[config.mk]
export PLATFORM = sky130hd
export DESIGN_NAME = hazard_ctrl
export DESIGN_NICKNAME = d
export VERILOG_FILES = /design/src/rtl/hazard_ctrl.sv
export SDC_FILE = /design/constraint.sdc
export NUM_CORES = 1
export LEC_CHECK = 0
export BUFFER_PORTS_ARGS = -buffer_cell sky130_fd_sc_hd__buf_2
export CORE_MARGIN = 2
export CORE_UTILIZATION = 57
export DETAILED_ROUTE_END_ITERATION = 7
export PLACE_DENSITY = 0.83
export SKIP_CTS_REPAIR_TIMING = 1
export SLEW_MARGIN = 5
export SYNTH_ARGS = -nofsm -noshare
export SYNTH_HDL_FRONTEND = slang
export SYNTH_SLANG_ARGS = --single-unit
[constraint.sdc]
create_clock -name clk -period 2.9 [get_ports clk]
set_input_delay 0.58 -clock clk [delete_from_list [all_inputs] [get_ports clk]]
set_output_delay 0.58 -clock clk [all_outputs]
set_load 0.02 [all_outputs]
[src/rtl/hazard_ctrl.sv]
// rtl/hazard_ctrl.sv - pipeline hazard controller: load-use stall, redirect flush windows, DM freeze, HALT, perf counters
module hazard_ctrl #(
    parameter int FLUSH_CYCLES = 2,
    parameter int CNT_W        = 16
) (
    input  logic             clk,
    input  logic             rst,
    input  logic [2:0]       IFID_rs,
    input  logic             IFID_rs_used,
    input  logic [2:0]       IFID_rt,
    input  logic             IFID_rt_used,
    input  logic             IDEX_MemRead,
    input  logic [2:0]       IDEX_writeRegSel,
    input  logic             redirect,
    input  logic             halt_ex,
    input  logic             dm_busy,
    output logic             stall,
    output logic             flush,
    output logic             Stall_DM,
    output logic             pc_en,
    output logic             ifid_en,
    output logic             halted,
    output logic [CNT_W-1:0] stall_cycles,
    output logic [CNT_W-1:0] flush_events
);

    typedef enum logic [1:0] {RUN, FLUSH, HALT} state_t;

    localparam logic [2:0] FCNT_LOAD = 3'(FLUSH_CYCLES - 1);

    state_t     state, state_n;
    logic [2:0] fcnt, fcnt_n;
    logic       pend, pend_n;
    logic       lu;
    logic       stall_c, flush_c, sdm_c, pc_c, ifid_c, accept_c;

    assign lu = IDEX_MemRead &
                ((IFID_rs_used & (IFID_rs == IDEX_writeRegSel)) |
                 (IFID_rt_used & (IFID_rt == IDEX_writeRegSel)));

    always_comb begin
        state_n  = state;
        fcnt_n   = fcnt;
        pend_n   = pend;
        stall_c  = 1'b0;
        flush_c  = 1'b0;
        sdm_c    = 1'b0;
        pc_c     = 1'b0;
        ifid_c   = 1'b0;
        accept_c = 1'b0;
        if (state == HALT) begin
            stall_c = 1'b1;
            sdm_c   = dm_busy;
        end else if (dm_busy) begin
            // Frozen pipeline: a redirect seen now must survive until memory is ready.
            sdm_c  = 1'b1;
            pend_n = pend | redirect;
        end else if (redirect || pend) begin
            flush_c  = 1'b1;
            pc_c     = 1'b1;
            ifid_c   = 1'b1;
            accept_c = 1'b1;
            fcnt_n   = FCNT_LOAD;
            pend_n   = 1'b0;
            state_n  = (FLUSH_CYCLES > 1) ? FLUSH : RUN;
        end else if (state == FLUSH) begin
            flush_c = 1'b1;
            pc_c    = 1'b1;
            ifid_c  = 1'b1;
            fcnt_n  = fcnt - 3'd1;
            if (fcnt == 3'd1) begin
                state_n = RUN;
            end
        end else if (lu) begin
            stall_c = 1'b1;
        end else begin
            pc_c   = 1'b1;
            ifid_c = 1'b1;
            if (halt_ex) begin
                state_n = HALT;
            end
        end
    end

    // Held in reset, every control output reads 0 regardless of the inputs.
    assign stall    = rst & stall_c;
    assign flush    = rst & flush_c;
    assign Stall_DM = rst & sdm_c;
    assign pc_en    = rst & pc_c;
    assign ifid_en  = rst & ifid_c;
    assign halted   = (state == HALT);

    always_ff @(posedge clk or negedge rst) begin
        if (!rst) begin
            state        <= RUN;
            fcnt         <= 3'd0;
            pend         <= 1'b0;
            stall_cycles <= '0;
            flush_events <= '0;
        end else begin
            state <= state_n;
            fcnt  <= fcnt_n;
            pend  <= pend_n;
            if ((stall_c || sdm_c) && (stall_cycles != {CNT_W{1'b1}})) begin
                stall_cycles <= stall_cycles + 1'b1;
            end
            if (accept_c && (flush_events != {CNT_W{1'b1}})) begin
                flush_events <= flush_events + 1'b1;
            end
        end
    end

endmodule
* Yosys cells after proc, flatten, opt, wreduce, memory -nomap -nowiden *
Index checks and enable logic that the tools add are counted.

word-level totals
  register bits after elaboration = 38
  input bits = 17
  output and inout port bits = 38
  word-level logic and storage cells = 66

cells by class
  add/sub/neg operators = 3
  equal/unequal tests = 9
  multiplexer cells = 28
  bitwise logic cells = 11
  reduce and logical (&&, ||, !) cells = 10

operators with widths
  operator                 count
  $add A16 B1 Y16 const B  2
  $ne A16 B16 Y1 const B   2
  $mux W1                  21
  $mux W2                  5
  $and A1 B1 Y1            7
  $eq A3 B3 Y1             2
  $mux W3                  2
  $reduce_and A5 Y1        1
  $reduce_bool A2 Y1       2
  $eq A3 B1 Y1 const B     1
  $ne A3 B1 Y1 const B     1
  $ne A3 B2 Y1 const B     1
  $reduce_and A3 Y1        1
  $reduce_bool A3 Y1       1
  $sub A3 B1 Y3 const B    1
  $eq A2 B1 Y1 const B     1
  $eq A2 B2 Y1 const B     1
  $logic_and A1 B1 Y1      2
  $logic_or A1 B1 Y1       2
  $not A1 Y1               2
  $or A1 B1 Y1             2
  $reduce_and A2 Y1        1

* Logic depth before layout (Yosys ltp) *
  depth in word-level cells = 11
  gate-level depth with buffers = 7
  mapped depth without buffers = 6

* Least setup slack after synthesis *
No wires, ideal clock.

  kind = input port to output port
  start point = in IDEX_writeRegSel[0]
  end point = out pc_en
  arrival time = 1.766 ns
  data required time = 2.320 ns
  setup slack = 0.554 ns
  cell stages on the path = 5
  buffers on the path = 1
  path through = xnor2_1 -> nand4_1 -> a21oi_2 -> nor3b_1 -> buf_4

between the ends
  cells in the longest elaborated chain, start to end = 10
  elaborated cells between the ends (all ways) = 12

ends and longest elaborated chain
  element                                  RTL line  source
  start: declaration                       13        input logic [2:0] IDEX_writeRegSel,
  $eq A3 B3 Y1, on equally long branches   38, 39
  $and A1 B1 Y1, on equally long branches  38, 39
  $or A1 B1 Y1 *                           38        ((IFID_rs_used & (IFID_rs == IDEX_writeRegSel)) |
  $and A1 B1 Y1 *                          37        assign lu = IDEX_MemRead &
  $mux W1 * (5 in series)                  --
  $and A1 B1 Y1 *                          --
  end: declaration                         20        output logic pc_en,

Mark *: on every way between the ends. The rest lies on a longest branch, timed or not.

* Worst setup path after layout *
  start point = in redirect
  end point = out stall

between the ends
  cells in the longest elaborated chain, start to end = 5

ends and longest elaborated chain
  element             RTL line  source
  start: declaration  14        input logic redirect,
  $logic_or A1 B1 Y1  58        end else if (redirect || pend) begin
  $mux W1             58
  $mux W1             54        end else if (dm_busy) begin
  $mux W1             51        if (state == HALT) begin
  $and A1 B1 Y1       86        assign stall = rst & stall_c;
  end: declaration    17        output logic stall,

No other way between the ends.

==> results <==
- The run finished with clean final reports.
- Registers take 951 um^2.
- The die covers 4210 um^2.
- The vias per cell is 5.63.
- The most used flip-flop cell after synthesis is sky130_fd_sc_hd__dfrtp_1.
- After global routing the overflow that remains totals 0.
- The endpoint arrival time on the critical path is 1740 ps.
- The cell type group with the largest total delay on the critical path is simple AND/OR/NAND/NOR gates.
- In the final layout, the share of cells above drive strength 1 is 0.312.
- The cell repeated most along the worst path is sky130_fd_sc_hd__buf_2.
- The synthesized cell area is 2110 um^2.
- Of all nets on the critical path, the largest fanout is 6.
- The number of nets at the end of the flow is 282.
- The synthesized netlist contains 45 unique library cells.
- The all-layer global routing usage is 0.225.
- The clock insertion delay at the later pin of the skew report is 280 ps.
- CTS placed an instance of sky130_fd_sc_hd__clkbuf_8 at the clock tree root.
- The number of antenna cells inserted is 0.
- TritonCTS built the clock tree.
- The wire-length estimate of the detail-placed layout is 3260 um.
- Max-cap violations in this run came to 0.
- For this run, the slowest stage of the critical path takes 270 ps.
- Setup repair after global routing left no endpoint under its margin.
- Setup violations remaining at the end of the flow were counted as 0.
- The post-synthesis to final-layout area growth is 19.1%.
- The tightest hold margin is 160 ps.
- The slew at the pin closest to its max-slew limit is 430 ps.
- Before antenna repair, the detailed router went through 4 iterations.
- The clock tree buffer depth is 2.
- Of the available clock period, the critical path in the final layout requires 0.800.
- The number of placed instances, taps included, is 302.
- During synthesis, Yosys emitted a total of 0 warnings.
- The overall power is 1.71 mW.
- The initial antenna violation count is 0.
- The number of hold-slack violations in the final timing report is 0.
- The critical setup path kind is in -> out.
- The share of synthesized area in the top cell type comes to 0.450.
- The path class of the tightest hold or removal check is in -> async.
- Of the total synthesized cell area, the portion taken by XOR and XNOR cells is 0.141.
- The count of antenna-violating nets left after detailed routing is 0.
- The wire length per cell is 13.8 um.
- The sequential fraction of design power is 0.450.
- Of the total synthesized cell area, the portion taken by AND, OR, NAND and NOR gates is 0.251.
- The share of the Yosys chip area taken by registers is 0.450.
- The number of global-route vias before repair is 1637.
- The critical path launch point type is an input port.
- Walking the worst path, the cells encountered are buf_2, nor2_1, nand3_1, a21oi_2, a21oi_1, nor2b_1, buf_2.
- The number of standard-cell rows in the floorplan is 22.
- The post-route minimum period is 2320 ps.
- The congestion estimate from routability-driven global placement came to 0.877.
- Counting the buffers created by CTS gives 5.
- The portion of total power attributed to the clock network is 0.204.
- The part of the power in combinational logic is 0.346.
- The filler cell count is 294.
- The clock-pin slew on the worst setup and hold paths is 70 ps.
- The highest ir drop seen on vdd is 0.445 mV.
- In this run, synthesis produced a sequential element count of 38.
- The required time reported for the critical path endpoint is 2320 ps.
- The largest total area in the synthesized netlist belongs to sky130_fd_sc_hd__dfrtp_1.
- The first-pass GRT wire length is 7300 um.
- The final max-slew violation count was 0.
- The final wirelength is 4270 um.
- The core region is 3610 um^2.
- For this block, the via count after detailed routing is 1735.
- The die is 64.9 um wide.
- The number of cells in the finished layout apart from fillers is 308.
- The setup TNS after final layout is 0 ps.
- After synthesis, the cell types taking the most area are sky130_fd_sc_hd__dfrtp_1 (45%), sky130_fd_sc_hd__xnor2_1 (11%), sky130_fd_sc_hd__nand3_1 (4.3%).
- For this block, the initial DRC count from the detailed router was 106.
- In this run the static leakage power is 1.20 nW.
- The CTS H-tree depth is 2.
- The worst pin sits at a relative slew slack of 0.713.
- Together, buffers and inverters on the worst path number 2.
- The chip height is 64.9 um.
- The count of flip-flops with a built-in enable after synthesis is 0.
- Counting every sink on the clock net gives 38.
- The dominant combinational cell family by area after synthesis is simple AND/OR/NAND/NOR gates.
- The share of synthesized registers carrying an async set or reset is 1.00.
- The initial utilization of the core area, before any placement, comes to 0.586.
- The top-level port count is 55.
- The adder-cell area share of the yosys netlist is 0.0237.
- The endpoint type of the worst setup path is a primary output.
- The number of nets handed over by synthesis was 223.
- The cell type of the slowest stage on the worst timing path is sky130_fd_sc_hd__a21oi_2.
- Summing all multi-input logic gate instances after layout gives 1110 um^2.
- The achievable clock frequency is 0.431 GHz.
- The internal power of the cells is 1.06 mW.
- The synthesized-area fraction occupied by ao, oa, aoi and oai cells came to 0.0930.
- The power per unit of standard cell area is 680 nW/um^2.
- The worst clock skew is 5.36 ps.
- The total net switching power is 0.649 mW.
- The post-synthesis cell count is 202.
- Dividing the synthesized area by the synthesized cell count gives 10.5 um^2.
- The count of unresolved DRC violations after routing is 0.
- The port buffer count is 54.
- The net switching fraction of the power is 0.379.
- Entering global routing, the biggest net connects 32 pins.
- The proportion of synthesized area in mux cells is 0.0160.
-- cell usage after synthesis (2+ instances only) --
| cell | n |
|---|---|
| sky130_fd_sc_hd__a21oi_1 | 5 |
| sky130_fd_sc_hd__a311oi_2 | 2 |
| sky130_fd_sc_hd__a32o_1 | 2 |
| sky130_fd_sc_hd__and3_1 | 7 |
| sky130_fd_sc_hd__and4_1 | 3 |
| sky130_fd_sc_hd__buf_4 | 2 |
| sky130_fd_sc_hd__dfrtp_1 | 38 |
| sky130_fd_sc_hd__ha_1 | 4 |
| sky130_fd_sc_hd__inv_1 | 6 |
| sky130_fd_sc_hd__mux2_1 | 3 |
| sky130_fd_sc_hd__nand2_1 | 15 |
| sky130_fd_sc_hd__nand3_1 | 18 |
| sky130_fd_sc_hd__nand3_2 | 2 |
| sky130_fd_sc_hd__nand4_1 | 10 |
| sky130_fd_sc_hd__nor2_1 | 12 |
| sky130_fd_sc_hd__nor3_1 | 3 |
| sky130_fd_sc_hd__nor3_2 | 3 |
| sky130_fd_sc_hd__nor3b_1 | 2 |
| sky130_fd_sc_hd__nor4_2 | 2 |
| sky130_fd_sc_hd__o2111ai_1 | 2 |
| sky130_fd_sc_hd__o21ai_0 | 3 |
| sky130_fd_sc_hd__o21ai_1 | 2 |
| sky130_fd_sc_hd__o31ai_1 | 2 |
| sky130_fd_sc_hd__xnor2_1 | 27 |
| sky130_fd_sc_hd__xor2_1 | 7 |
-- cells in the final DEF (no fill, tap or decap), types with 2 or more instances in the layout --
cell type	n
sky130_fd_sc_hd__nor3_1	3
sky130_fd_sc_hd__a311oi_2	2
sky130_fd_sc_hd__buf_2	54
sky130_fd_sc_hd__inv_1	6
sky130_fd_sc_hd__clkbuf_8	6
sky130_fd_sc_hd__o2111ai_1	2
sky130_fd_sc_hd__mux2_1	3
sky130_fd_sc_hd__nor4_2	2
sky130_fd_sc_hd__and3_1	7
sky130_fd_sc_hd__nand4_1	10
sky130_fd_sc_hd__xnor2_1	27
sky130_fd_sc_hd__dfrtp_1	38
sky130_fd_sc_hd__and4_1	3
sky130_fd_sc_hd__nand3_2	2
sky130_fd_sc_hd__a32o_1	2
sky130_fd_sc_hd__o21ai_0	3
sky130_fd_sc_hd__nand3_1	18
sky130_fd_sc_hd__a21oi_1	5
sky130_fd_sc_hd__o21ai_1	2
sky130_fd_sc_hd__nand2_1	15
sky130_fd_sc_hd__o31ai_1	2
sky130_fd_sc_hd__nor3_2	3
sky130_fd_sc_hd__nor2_1	12
sky130_fd_sc_hd__nor3b_1	2
sky130_fd_sc_hd__xor2_1	7
sky130_fd_sc_hd__buf_4	2
sky130_fd_sc_hd__ha_1	4
-- area by class of cell --
class                           instances  share of cell area
Inverter                                8              0.0119
Timing Repair Buffer                   56               0.113
Clock buffer                            6              0.0328
Tap cell                               48              0.0239
Multi-Input combinational cell        152               0.440
Sequential cell                        38               0.378
-- state kept, by name, indices dropped and copies added, names as in the netlist --
register      cells
flush_events     16
fcnt              3
pend              1
stall_cycles     16
state             2
-- power by group through the flow --
stage          clock network, mW  logic (mW)  registers (mW)
2_1_floorplan                  0       0.325           0.852
3_3_place_gp                   0       0.583           0.770
3_5_place_dp                   0       0.594           0.778
4_1_cts                    0.355       0.597           0.770
5_1_grt                    0.380       0.664           0.790
6_report                   0.348       0.593           0.771
-- kinds of logic after synthesis --
group	after synthesis
mux	3
fa+ha+maj	4
simple gates	88
compound gates	23
flops	38
xor+xnor	34
buf+inv	12
-- metal layers --
metal  up-vias  track usage  share of wire
met4         0       0.0559          0.013
li1        835            -              -
met1       849        0.305           0.46
met5         -            0              0
met2        45        0.365           0.48
met3         6       0.0521          0.046
-- worst register-to-register path: stages (launching register included) --
cell                      delay [ps]
sky130_fd_sc_hd__dfrtp_1         440
sky130_fd_sc_hd__ha_1            280
sky130_fd_sc_hd__nand3_1         130
sky130_fd_sc_hd__or3_4           400
sky130_fd_sc_hd__o21a_4          220
sky130_fd_sc_hd__and4_1          210
sky130_fd_sc_hd__xor2_1          140
-- final timing paths --
path	to	from	depth (start not counted)	slack [ps]
max in group asynchronous	flush_events[2]$_DFFE_PN0P_	rst	2	2090
max	stall	redirect	7	580
min reg2reg	flush_events[15]$_DFFE_PN0P_	flush_events[15]$_DFFE_PN0P_	1	490
max reg2reg	flush_events[6]$_DFFE_PN0P_	flush_events[0]$_DFFE_PN0P_	6	950
min in group clk	flush_events[15]$_DFFE_PN0P_	flush_events[15]$_DFFE_PN0P_	1	490
min	pend$_DFFE_PN0P_	rst	1	160
-- stage by stage --
stage / setup WS, ps / util / instance area, um^2
after floorplan: 554 / - / 2110
after global placement: 604 / 0.675 / 2430
after detailed placement: 587 / 0.675 / 2430
after CTS: 580 / 0.698 / 2520
after global routing: 503 / 0.698 / 2520
final: 581 / 0.698 / 2520
No activity file was read; power rests on OpenSTA's default activity.
